File: config.mk
export PLATFORM = sky130hd
export DESIGN_NAME = mem_port_arbiter
export DESIGN_NICKNAME = d
export VERILOG_FILES = /design/src/rtl/mem_pkg.sv /design/src/rtl/mem_lane_align.sv /design/src/rtl/mem_port_arbiter.sv
export SDC_FILE = /design/constraint.sdc
export NUM_CORES = 1
export LEC_CHECK = 0
export BUFFER_PORTS_ARGS = -buffer_cell sky130_fd_sc_hd__buf_4
export CORE_MARGIN = 4
export CORE_UTILIZATION = 30
export CTS_CLUSTER_SIZE = 30
export DETAILED_ROUTE_END_ITERATION = 8
export GPL_TIMING_DRIVEN = 0
export PLACE_DENSITY = 0.55
export SLEW_MARGIN = 30
export SYNTH_ARGS = -nofsm -noshare
export SYNTH_HDL_FRONTEND = slang
export SYNTH_SLANG_ARGS = --single-unit
File: constraint.sdc
create_clock -name CLK -period 6.78 [get_ports CLK]
set_input_delay 1.695 -clock CLK [delete_from_list [all_inputs] [get_ports CLK]]
set_output_delay 1.695 -clock CLK [all_outputs]
set_load 0.02 [all_outputs]
File: src/rtl/mem_pkg.sv
// Shared constants for the unified memory port: RV32I load/store funct3
// encodings, base byte-enable patterns, arbiter state codes and requester IDs.
package mem_pkg;

  localparam logic [2:0] F3_LB  = 3'b000;
  localparam logic [2:0] F3_LH  = 3'b001;
  localparam logic [2:0] F3_LW  = 3'b010;
  localparam logic [2:0] F3_LBU = 3'b100;
  localparam logic [2:0] F3_LHU = 3'b101;

  localparam logic [3:0] BE_B = 4'b0001;
  localparam logic [3:0] BE_H = 4'b0011;
  localparam logic [3:0] BE_W = 4'b1111;

  localparam logic [2:0] ST_IDLE   = 3'd0;
  localparam logic [2:0] ST_BUSY_I = 3'd1;
  localparam logic [2:0] ST_BUSY_D = 3'd2;
  localparam logic [2:0] ST_DONE_I = 3'd3;
  localparam logic [2:0] ST_DONE_D = 3'd4;
  localparam logic [2:0] ST_ERR_D  = 3'd5;

  localparam logic REQ_I = 1'b0;
  localparam logic REQ_D = 1'b1;

endpackage

File: src/rtl/mem_lane_align.sv
// Byte-lane formatting for the data port: byte enables, store-data shift,
// bad-access detection and load extraction/extension. Purely combinational.
module mem_lane_align
  import mem_pkg::*;
(
  input  logic [2:0]  funct3,
  input  logic        we,
  input  logic [1:0]  off,
  input  logic [31:0] wdata,
  input  logic [31:0] rdata,
  output logic [3:0]  be,
  output logic [31:0] wdata_sh,
  output logic        bad,
  output logic [31:0] rdata_ext
);

  logic [3:0]  be_base;
  logic [31:0] sh;

  // Size-based byte enables and store data moved onto the addressed lanes.
  always_comb begin
    case (funct3[1:0])
      2'b00:   be_base = BE_B;
      2'b01:   be_base = BE_H;
      default: be_base = BE_W;
    endcase
    be       = be_base << off;
    wdata_sh = wdata << {off, 3'b000};
  end

  // Illegal funct3, narrow-only funct3 on a store, or size misalignment.
  always_comb begin
    bad = 1'b0;
    case (funct3)
      3'b011, 3'b110, 3'b111: bad = 1'b1;
      default: ;
    endcase
    if (we && funct3[2])                     bad = 1'b1;
    if (funct3[1:0] == 2'b01 && off[0])      bad = 1'b1;
    if (funct3[1:0] == 2'b10 && off != 2'b0) bad = 1'b1;
  end

  // Bring the addressed lane down to bit 0, then sign/zero extend.
  always_comb begin
    sh = rdata >> {off, 3'b000};
    case (funct3)
      F3_LB:   rdata_ext = {{24{sh[7]}}, sh[7:0]};
      F3_LH:   rdata_ext = {{16{sh[15]}}, sh[15:0]};
      F3_LW:   rdata_ext = sh;
      F3_LBU:  rdata_ext = {24'd0, sh[7:0]};
      F3_LHU:  rdata_ext = {16'd0, sh[15:0]};
      default: rdata_ext = 32'd0;
    endcase
  end

endmodule

File: src/rtl/mem_port_arbiter.sv
// Arbitrates the single memory port between instruction fetch and load/store.
// Moore outputs from registered state; every memory transaction is bounded
// by TIMEOUT cycles; bad data accesses complete with an error, no memory hit.
module mem_port_arbiter
  import mem_pkg::*;
#(
  parameter int TIMEOUT = 255
) (
  input  logic        CLK,
  input  logic        RST,
  input  logic        I_REQ,
  input  logic [31:0] I_ADDR,
  output logic [31:0] I_RDATA,
  output logic        I_ACK,
  output logic        I_ERR,
  input  logic        D_REQ,
  input  logic        D_WE,
  input  logic [2:0]  D_FUNCT3,
  input  logic [31:0] D_ADDR,
  input  logic [31:0] D_WDATA,
  output logic [31:0] D_RDATA,
  output logic        D_ACK,
  output logic        D_ERR,
  output logic        M_REQ,
  output logic        M_WE,
  output logic [31:0] M_ADDR,
  output logic [3:0]  M_BE,
  output logic [31:0] M_WDATA,
  input  logic [31:0] M_RDATA,
  input  logic        M_ACK
);

  localparam logic [7:0] CNT_LAST = 8'(TIMEOUT - 1);

  logic [2:0]  state;
  logic        last_grant;
  logic [7:0]  cnt;
  logic [31:0] addr_q;
  logic        we_q;
  logic [2:0]  f3_q;
  logic [3:0]  be_q;
  logic [31:0] wdata_q;
  logic        err_q;
  logic [31:0] i_rdata_q;
  logic [31:0] d_rdata_q;

  logic        idle, busy, grant_d;
  logic [2:0]  al_f3;
  logic [1:0]  al_off;
  logic [3:0]  al_be;
  logic [31:0] al_wdata, al_rdata;
  logic        al_bad;

  // In IDLE the aligner looks at the live D request (grant-time formatting);
  // otherwise at the latched operands (load extraction in BUSY_D).
  assign idle    = (state == ST_IDLE);
  assign busy    = (state == ST_BUSY_I) || (state == ST_BUSY_D);
  assign al_f3   = idle ? D_FUNCT3 : f3_q;
  assign al_off  = idle ? D_ADDR[1:0] : addr_q[1:0];
  // D wins when alone or when I was granted last.
  assign grant_d = D_REQ && (!I_REQ || last_grant == REQ_I);

  mem_lane_align u_align (
    .funct3    (al_f3),
    .we        (D_WE),
    .off       (al_off),
    .wdata     (D_WDATA),
    .rdata     (M_RDATA),
    .be        (al_be),
    .wdata_sh  (al_wdata),
    .bad       (al_bad),
    .rdata_ext (al_rdata)
  );

  // Arbiter FSM, timeout counter, request latches and response registers.
  always_ff @(posedge CLK or posedge RST) begin
    if (RST) begin
      state      <= ST_IDLE;
      last_grant <= REQ_I;
      cnt        <= 8'd0;
      addr_q     <= 32'd0;
      we_q       <= 1'b0;
      f3_q       <= 3'd0;
      be_q       <= 4'd0;
      wdata_q    <= 32'd0;
      err_q      <= 1'b0;
      i_rdata_q  <= 32'd0;
      d_rdata_q  <= 32'd0;
    end else begin
      case (state)
        ST_IDLE: begin
          cnt <= 8'd0;
          if (grant_d) begin
            addr_q  <= D_ADDR;
            we_q    <= D_WE;
            f3_q    <= D_FUNCT3;
            be_q    <= al_be;
            wdata_q <= D_WE ? al_wdata : 32'd0;
            if (al_bad) begin
              d_rdata_q <= 32'd0;
              state     <= ST_ERR_D;
            end else begin
              state <= ST_BUSY_D;
            end
          end else if (I_REQ) begin
            addr_q  <= I_ADDR;
            we_q    <= 1'b0;
            f3_q    <= F3_LW;
            be_q    <= BE_W;
            wdata_q <= 32'd0;
            state   <= ST_BUSY_I;
          end
        end
        ST_BUSY_I: begin
          if (M_ACK) begin
            i_rdata_q <= M_RDATA;
            err_q     <= 1'b0;
            state     <= ST_DONE_I;
          end else if (cnt == CNT_LAST) begin
            i_rdata_q <= 32'd0;
            err_q     <= 1'b1;
            state     <= ST_DONE_I;
          end else begin
            cnt <= cnt + 8'd1;
          end
        end
        ST_BUSY_D: begin
          if (M_ACK) begin
            d_rdata_q <= al_rdata;
            err_q     <= 1'b0;
            state     <= ST_DONE_D;
          end else if (cnt == CNT_LAST) begin
            d_rdata_q <= 32'd0;
            err_q     <= 1'b1;
            state     <= ST_DONE_D;
          end else begin
            cnt <= cnt + 8'd1;
          end
        end
        ST_DONE_I: begin
          last_grant <= REQ_I;
          state      <= ST_IDLE;
        end
        ST_DONE_D, ST_ERR_D: begin
          last_grant <= REQ_D;
          state      <= ST_IDLE;
        end
        default: state <= ST_IDLE;
      endcase
    end
  end

  // Moore output decode; memory-side fields are zero outside BUSY.
  assign M_REQ   = busy;
  assign M_WE    = (state == ST_BUSY_D) && we_q;
  assign M_ADDR  = busy ? {addr_q[31:2], 2'b00} : 32'd0;
  assign M_BE    = busy ? be_q : 4'd0;
  assign M_WDATA = busy ? wdata_q : 32'd0;
  assign I_ACK   = (state == ST_DONE_I);
  assign I_ERR   = (state == ST_DONE_I) && err_q;
  assign D_ACK   = (state == ST_DONE_D) || (state == ST_ERR_D);
  assign D_ERR   = (state == ST_ERR_D) || ((state == ST_DONE_D) && err_q);
  assign I_RDATA = i_rdata_q;
  assign D_RDATA = d_rdata_q;

endmodule
; ---- Word-level counts from Yosys, hierarchy flattened
; Cells that the tools add are included.
[classes]
addsub = 1
eq_ne = 22
shifts = 3
muxes = 42
bitwise_logic = 1
reduce_logical = 30
[op_table]
columns = cell, count
row1 = two-way mux 32 bit, 12
row2 = case mux 32 bit (5 select lines), 1
row3 = case mux 32 bit (2 select lines), 1
row4 = << shifter 32 x 5 -> 32 bit, 1
row5 = right shift 32 x 5 -> 32 bit, 1
row6 = two-way mux 3 bit, 10
row7 = "equality test 3 bit, second input constant", 6
row8 = two-way mux 8 bit, 2
row9 = case mux 8 bit (2 select lines), 1
row10 = "equality test 3 x 2 -> 1 bit, second input constant", 4
row11 = two-way mux 4 bit, 3
row12 = nonzero test 2 bit, 6
row13 = "!= test 3 x 2 -> 1 bit, second input constant", 3
row14 = case mux 3 bit (3 select lines), 1
row15 = "adder 8 x 1 -> 8 bit, second input constant", 1
row16 = "equality test 8 bit, second input constant", 1
row17 = two-way mux 1 bit, 8
row18 = case mux 4 bit (2 select lines), 1
row19 = logical AND 1 bit, 7
row20 = "equality test 3 x 1 -> 1 bit, second input constant", 2
row21 = logical NOT 3 bit, 2
row22 = AND reduction 2 bit, 3
row23 = AND reduction 3 bit, 2
row24 = logical OR 1 bit, 4
row25 = 13 further kinds, 16
[totals]
ff_bits = 149
input_bits = 137
output_inout_bits = 138
word_cells = 110

; ---- Logic depth before layout (Yosys ltp)
; Gate-level depths: netlist (run 1).
[depth]
word_depth = 11
ltp_mapped = 9
depth_no_buf = 7

; ---- Hierarchy
; A second synthesis (run 1) with hierarchy kept.
[unflattened]
cells_unflattened = 883
area_unflattened_um2 = 8065.2
[by_module_without_submodules]
columns = module, n_inst, cells_per_inst, area_per_inst_um2
row1 = mem_port_arbiter, 1, 673, 6761.5
row2 = mem_lane_align, 1, 210, 1303.8

; ---- Worst setup path before layout (run 1)
; Ideal clock, no wire load.
[synth_timing]
path_kind = register to output
start = reg state[1]
end = out M_WDATA[13]
arrival_ns = 1.631
required_ns = 5.085
slack_ns = 3.454
path_stages_with_launch = 7
cell_sequence = dfrtp_1 > buf_6 > xnor2_1 > nor2_1 > clkbuf_1 > clkbuf_1 > and2_1
[synth_between]
elab_chain_cells = 3
elab_cells_between_ends = 4
[synth_rtl]
columns = element, line_no
row1 = "start, declared", mem_port_arbiter.sv:35  ; logic [2:0] state;
row2 = "start signal, assigned", mem_port_arbiter.sv:78  ; state <= ST_IDLE;
row3 = "start signal, assigned", mem_port_arbiter.sv:101  ; state <= ST_ERR_D;
row4 = "start signal, assigned", mem_port_arbiter.sv:103  ; state <= ST_BUSY_D;
row5 = equality test 3 x 1 -> 1 bit or equality test 3 x 2 -> 1 bit (tied branches), mem_port_arbiter.sv:57  ; assign busy = (state == ST_BUSY_I) || (state == ST_BUSY_D);
row6 = logical OR 1 bit *, mem_port_arbiter.sv:57
row7 = two-way mux 32 bit *, mem_port_arbiter.sv:158  ; assign M_WDATA = busy ? wdata_q : 32'd0;
row8 = "end, declared", mem_port_arbiter.sv:28  ; output logic [31:0] M_WDATA,
; Mark *: on every way between the ends. The rest lies on a longest branch, timed or not.

; ---- Worst setup path after layout (run 1)
[layout_timing]
start = reg state[0]
end = out M_WDATA[14]
; The elaborated chain is that of the path after synthesis.

==> results.tsv, run 1 <==
metric	value	unit
Area growth syn-to-layout	40.14	%
Core ar.	25180	um2
slew margin rel.	0.5446	
commonest non-fill, non-tap cell in the layout	buf_4	
Critical Path RT	5.09	ns
largest fanout on the critical path	10	
RSZ-0062 raised after global routing	false	
Avg Inst Size Synth	10.68	um2
Layout Nets	1150	
vias in the first global route	6869	
n_diodes	0	
Final Critical Period	4.575	ns
Starting Density	0.3045	
GPL Wtd Cong	0.7734	
H-tree depth	4	
ys flop type	dfrtp_1	
CTS tree	built	
DRT Wirelength	27300	um
TritonCTS Buffers	17	
Die Ht	167.9	um
die area	28180	um2
Mapped Cells	718	
library cells used by synthesis	59	
fill count	2516	
f_max	0.2186	GHz
final critical-path share of the clock period	0.6748	
sequential share of the synthesized area	0.4862	
Finish-stage setup viols	0	
drt pass-1 iters	5	
multi-input logic area	3587	um2
DR DRC count	0	
Synth Warn #	0	
Crit. End Element	output pin	
Clk pin slew, worst setup/hold paths	0.07	ns
count of hold-fix buffers inserted at cts	0	
CP Class	reg2out	
IR drop worst, VDD	212.0	uV
post-CTS setup buffer count	0	
WL/cell	20.16	um
FF/Latch Area	3729	um2
Resize count post-CTS	0	
Placed Area	10160	um2
global-route wire length before repair	41400	um
ys async rst share	1.000	
Worst Slack Setup Final	2.205	ns
Arr. time, crit path	2.88	ns
Pleak	0.005360	uW
Vias/cell	4.983	
hold crit path type	reg2reg	
Worst-Skew Late Latency	0.43	ns
final global-route overflow total	0	
initial antenna violation count	0	
Yosys reg bits	149	
CTS sink count	149	
initial drt markers	364	
Mapped Area	7669	um2
clk buf depth	2	
Post-synth EDFFs	0	
Top Ports	275	
Clock Tree Root	clkbuf_16	
setup skew after layout	0.01540	ns
Die X-Extent	167.9	um
post-place setup slack	2.564	ns
pins over their slew limit	0	
DP HPWL	20820	um
std cell rows	58	
proportion of layout cells with a drive suffix above 1	0.3545	
CP startpoint kind	flop	
final setup TNS	0	ns
all-layer global routing usage	0.1884	
Final Cell Area	10750	um2
ANT nets after route	0	
power per cell area	501.4	nW/um2
Worst-Margin Slew	0.6830	ns
status	completed	
DR vias	6747	
final hold vios	0	
Hold Slack	0.4739	ns
maxcap violations	0	
most frequent cells in the layout	buf_4 (277), dfrtp_1 (149), nand2_1 (91), and2_1 (68), mux2i_1 (62)	
port buffer count	272	
largest net degree at the start of global routing	78	
[state kept, by name, indices dropped and copies added, names as in the netlist]
register / cells
we_q: 1
state: 3
addr_q: 32
cnt: 8
I_RDATA: 32
last_grant: 1
be_q: 4
err_q: 1
wdata_q: 32
D_RDATA: 32
f3_q: 3
[metrics by stage]
stage | instances | total power, uW | utilization
after floorplan | 719 | 3297 | -
after global placement | 1321 | 4460 | 0.4022
after detailed placement | 1322 | 4485 | 0.4036
after CTS | 1354 | 5462 | 0.4268
after global routing | 1354 | 5740 | 0.4268
final | 1354 | 5389 | 0.4268
[critical path, stage by stage, from the launching register on]
cell	delay (ns)
dfrtp_1	0.39
buf_4	0.19
xnor2_1	0.17
nor2_1	0.42
clkbuf_1	0.58
clkbuf_1	0.34
and2_1	0.20
buf_4	0.15
[area by class of cell]
type / count / area share
timing repair buffer: 273 / 0.1926
clock buffer: 17 / 0.03959
multi-input combinational: 500 / 0.3338
buffer: 53 / 0.02724
sequential: 149 / 0.3470
inverter: 17 / 0.006636
clock inverter: 15 / 0.01479
tap: 330 / 0.03842
[power by group]
part / total [uW] / switching (uW) / internal [uW] / leakage [uW]
Sequential: 1470 / 217 / 1250 / 0.00193
Clock: 962 / 439 / 522 / 0.000283
Combinational: 2960 / 1710 / 1250 / 0.00315
Total: 5390 / 2370 / 3020 / 0.00536
[cell families after synthesis]
group | share of synthesized area
and+or+nand+nor | 0.1384
AOI/OAI and AO/OA | 0.1919
DFF | 0.4862
muxes | 0.1253
buffers and inverters | 0.04650
xor gates and xnor gates | 0.007995
adders and majority gates | 0.003263
other | 0.0004890
[layer usage]
metal / vias up / global-route usage / routed length [um]
met1: 3307 / 0.2480 / 11950
met3: 21 / 0.05565 / 2085
met2: 236 / 0.3139 / 13000
met4: 0 / 0.03140 / 260
li1: 3183 / - / -
met5: - / 0 / 0
[path summary, 6_finish.rpt]
kind                            start          end  slack (ns)  cells past startpoint
hold / removal             addr_q[30]   addr_q[30]        0.47                      2
setup reg to reg             state[1]  D_RDATA[14]        4.04                      8
max in group asynchronous         RST  D_RDATA[10]        4.70                      3
hold reg to reg            addr_q[30]   addr_q[30]        0.47                      2
setup / recovery             state[0]  M_WDATA[14]        2.21                      7
min in group asynchronous         RST       cnt[4]        1.31                      2
[Yosys cell counts (all sizes together), types with 3 or more instances]
cell,number,area share
a221o,8,0.010
a2bb2oi,8,0.0091
inv,17,0.0083
nand2b,4,0.0033
a22o,48,0.055
nor3,3,0.0034
mux4,7,0.021
o21ai,58,0.038
or3,3,0.0024
nor2,23,0.014
a22oi,7,0.0069
xor2,6,0.0069
and3,7,0.0057
a211o,8,0.0091
o22a,3,0.0034
o221ai,8,0.0091
buf,27,0.025
a21oi,18,0.012
nand3,6,0.0039
mux2,13,0.019
a32o,10,0.013
mux2i,64,0.086
a31oi,3,0.0033
nand2,91,0.045
dfrtp,149,0.49
clkbuf,26,0.013
and2,68,0.055
Power figures use the tool's default switching activity.
==> run 2, diff against run 1 <==
Clock period 6.78 ns to 4.7 ns, I/O delays scaled along.
==> run 2 against run 1 <==
Compared with the run above: clock power grew 39%; cell area rose by 0.86%; clock skew up 0.0017 ns; highest routed layer is now met5; combinational power rose by 45%; critical path type unchanged; critical path depth unchanged; die area is the same; sequential cell count did not move; core utilization is 0.37 points higher; non-clock buffer count increased by 5; sequential power up 44%.
==> results.tsv, run 2 (synthesized netlist as in run 1, its figures left out) <==
metric	value	unit
largest net degree at the start of global routing	28	
Clock Tree Root	clkbuf_16	
Worst-Skew Late Latency	0.43	ns
Crit. End Element	output pin	
Max stage delay cell, worst path	clkbuf_1	
Layout Nets	1155	
Tot Pwr	7752	uW
Finish-stage setup viols	0	
final critical-path share of the clock period	0.8672	
count of hold-fix buffers inserted at cts	0	
FF/Latch Area	3729	um2
Starting Density	0.3045	
H-tree depth	4	
WL/cell	20.13	um
GPL Wtd Cong	0.7795	
maxcap violations	0	
all-layer global routing usage	0.1898	
n_diodes	0	
setup skew after layout	0.01712	ns
Die X-Extent	167.9	um
RSZ-0062 raised after global routing	false	
CP startpoint kind	flop	
hold crit path type	reg2reg	
port buffer count	272	
Pleak	0.005394	uW
Core ar.	25180	um2
ANT nets after route	0	
die area	28180	um2
CP Cell Sequence	buf_6 > xnor2_1 > nor2_1 > clkbuf_1 > clkbuf_1 > and2_1 > buf_4	
CP Class	reg2out	
post-CTS setup buffer count	0	
Arr. time, crit path	2.90	ns
std cell rows	58	
initial drt markers	399	
Vias/cell	5.002	
final setup TNS	0	ns
IR drop worst, VDD	281.8	uV
Die Ht	167.9	um
clk buf depth	2	
Worst-Margin Slew	0.6731	ns
slew margin rel.	0.5513	
drt pass-1 iters	4	
DRT Wirelength	27350	um
proportion of layout cells with a drive suffix above 1	0.3576	
f_max	0.2453	GHz
status	completed	
multi-input logic area	3587	um2
final global-route overflow total	0	
Top Ports	275	
Area growth syn-to-layout	41.34	%
pins over their slew limit	0	
slowest cell delay on critical path	0.55	ns
commonest non-fill, non-tap cell in the layout	buf_4	
CTS sink count	149	
DP HPWL	21320	um
largest fanout on the critical path	10	
CTS tree	built	
most frequent cells in the layout	buf_4 (277), dfrtp_1 (149), nand2_1 (91), and2_1 (68), mux2i_1 (62)	
Critical Path RT	3.52	ns
Clk pin slew, worst setup/hold paths	0.07	ns
Resize count post-CTS	0	
vias in the first global route	6987	
Final Critical Period	4.076	ns
final hold vios	0	
power per cell area	715.2	nW/um2
DR DRC count	0	
TritonCTS Buffers	17	
DR vias	6798	
fill count	2493	
global-route wire length before repair	41890	um
cell mode on critical path	clkbuf_1	
initial antenna violation count	1	
-- run 2: power by group --
group	internal (uW)	switching, uW
Sequential	1800	304
Clock	715	629
Combinational	1810	2490
-- run 2: per-layer routing --
layer | share of wire | track usage | vias to the layer above
li1 | - | - | 3186
met1 | 0.44 | 0.2520 | 3353
met2 | 0.47 | 0.3120 | 232
met3 | 0.073 | 0.05189 | 25
met4 | 0.013 | 0.04093 | 2
met5 | 0.00073 | 0 | -
-- run 2: layout make-up --
class / instances / share of cell area
tap: 330 / 0.03809
clock inverter: 14 / 0.01235
clock buffer: 18 / 0.04052
inverter: 17 / 0.006233
sequential: 149 / 0.3440
timing repair buffer: 278 / 0.2009
multi-input combinational: 500 / 0.3309
buffer: 53 / 0.02701
-- run 2: through the flow --
| step | cells | utilization | setup slack [ns] | area (um2) | hold WS (ns) |
|---|---|---|---|---|---|
| after floorplan | 719 | - | 1.650 | 7676 | 0.4388 |
| after global placement | 1321 | 0.4023 | 0.4687 | 10130 | 0.4533 |
| after detailed placement | 1327 | 0.4077 | 1.041 | 10270 | 0.4617 |
| after CTS | 1359 | 0.4304 | 0.5722 | 10840 | 0.4767 |
| after global routing | 1359 | 0.4304 | 0.4669 | 10840 | 0.4933 |
| final | 1359 | 0.4304 | 0.6241 | 10840 | 0.4713 |
-- run 2: worst paths after layout --
kind | start | end | slack [ns] | cells past startpoint
worst max-delay path | state[1] | M_WDATA[20] | 0.62 | 7
worst max register to register | state[1] | D_RDATA[11] | 1.97 | 8
max in group asynchronous | RST | wdata_q[22] | 3.27 | 4
worst min register to register | addr_q[2] | addr_q[2] | 0.47 | 2
min in group asynchronous | RST | I_RDATA[3] | 0.77 | 2
worst min-delay path | addr_q[2] | addr_q[2] | 0.47 | 2
-- run 2: worst max-delay path: cells and delay by family (launching register included) --
kind / cells / cell delay (ns)
flip-flops: 1 / 0.42
buffers and inverters: 4 / 1.21
XOR/XNOR: 1 / 0.18
AND/OR/NAND/NOR: 2 / 0.67
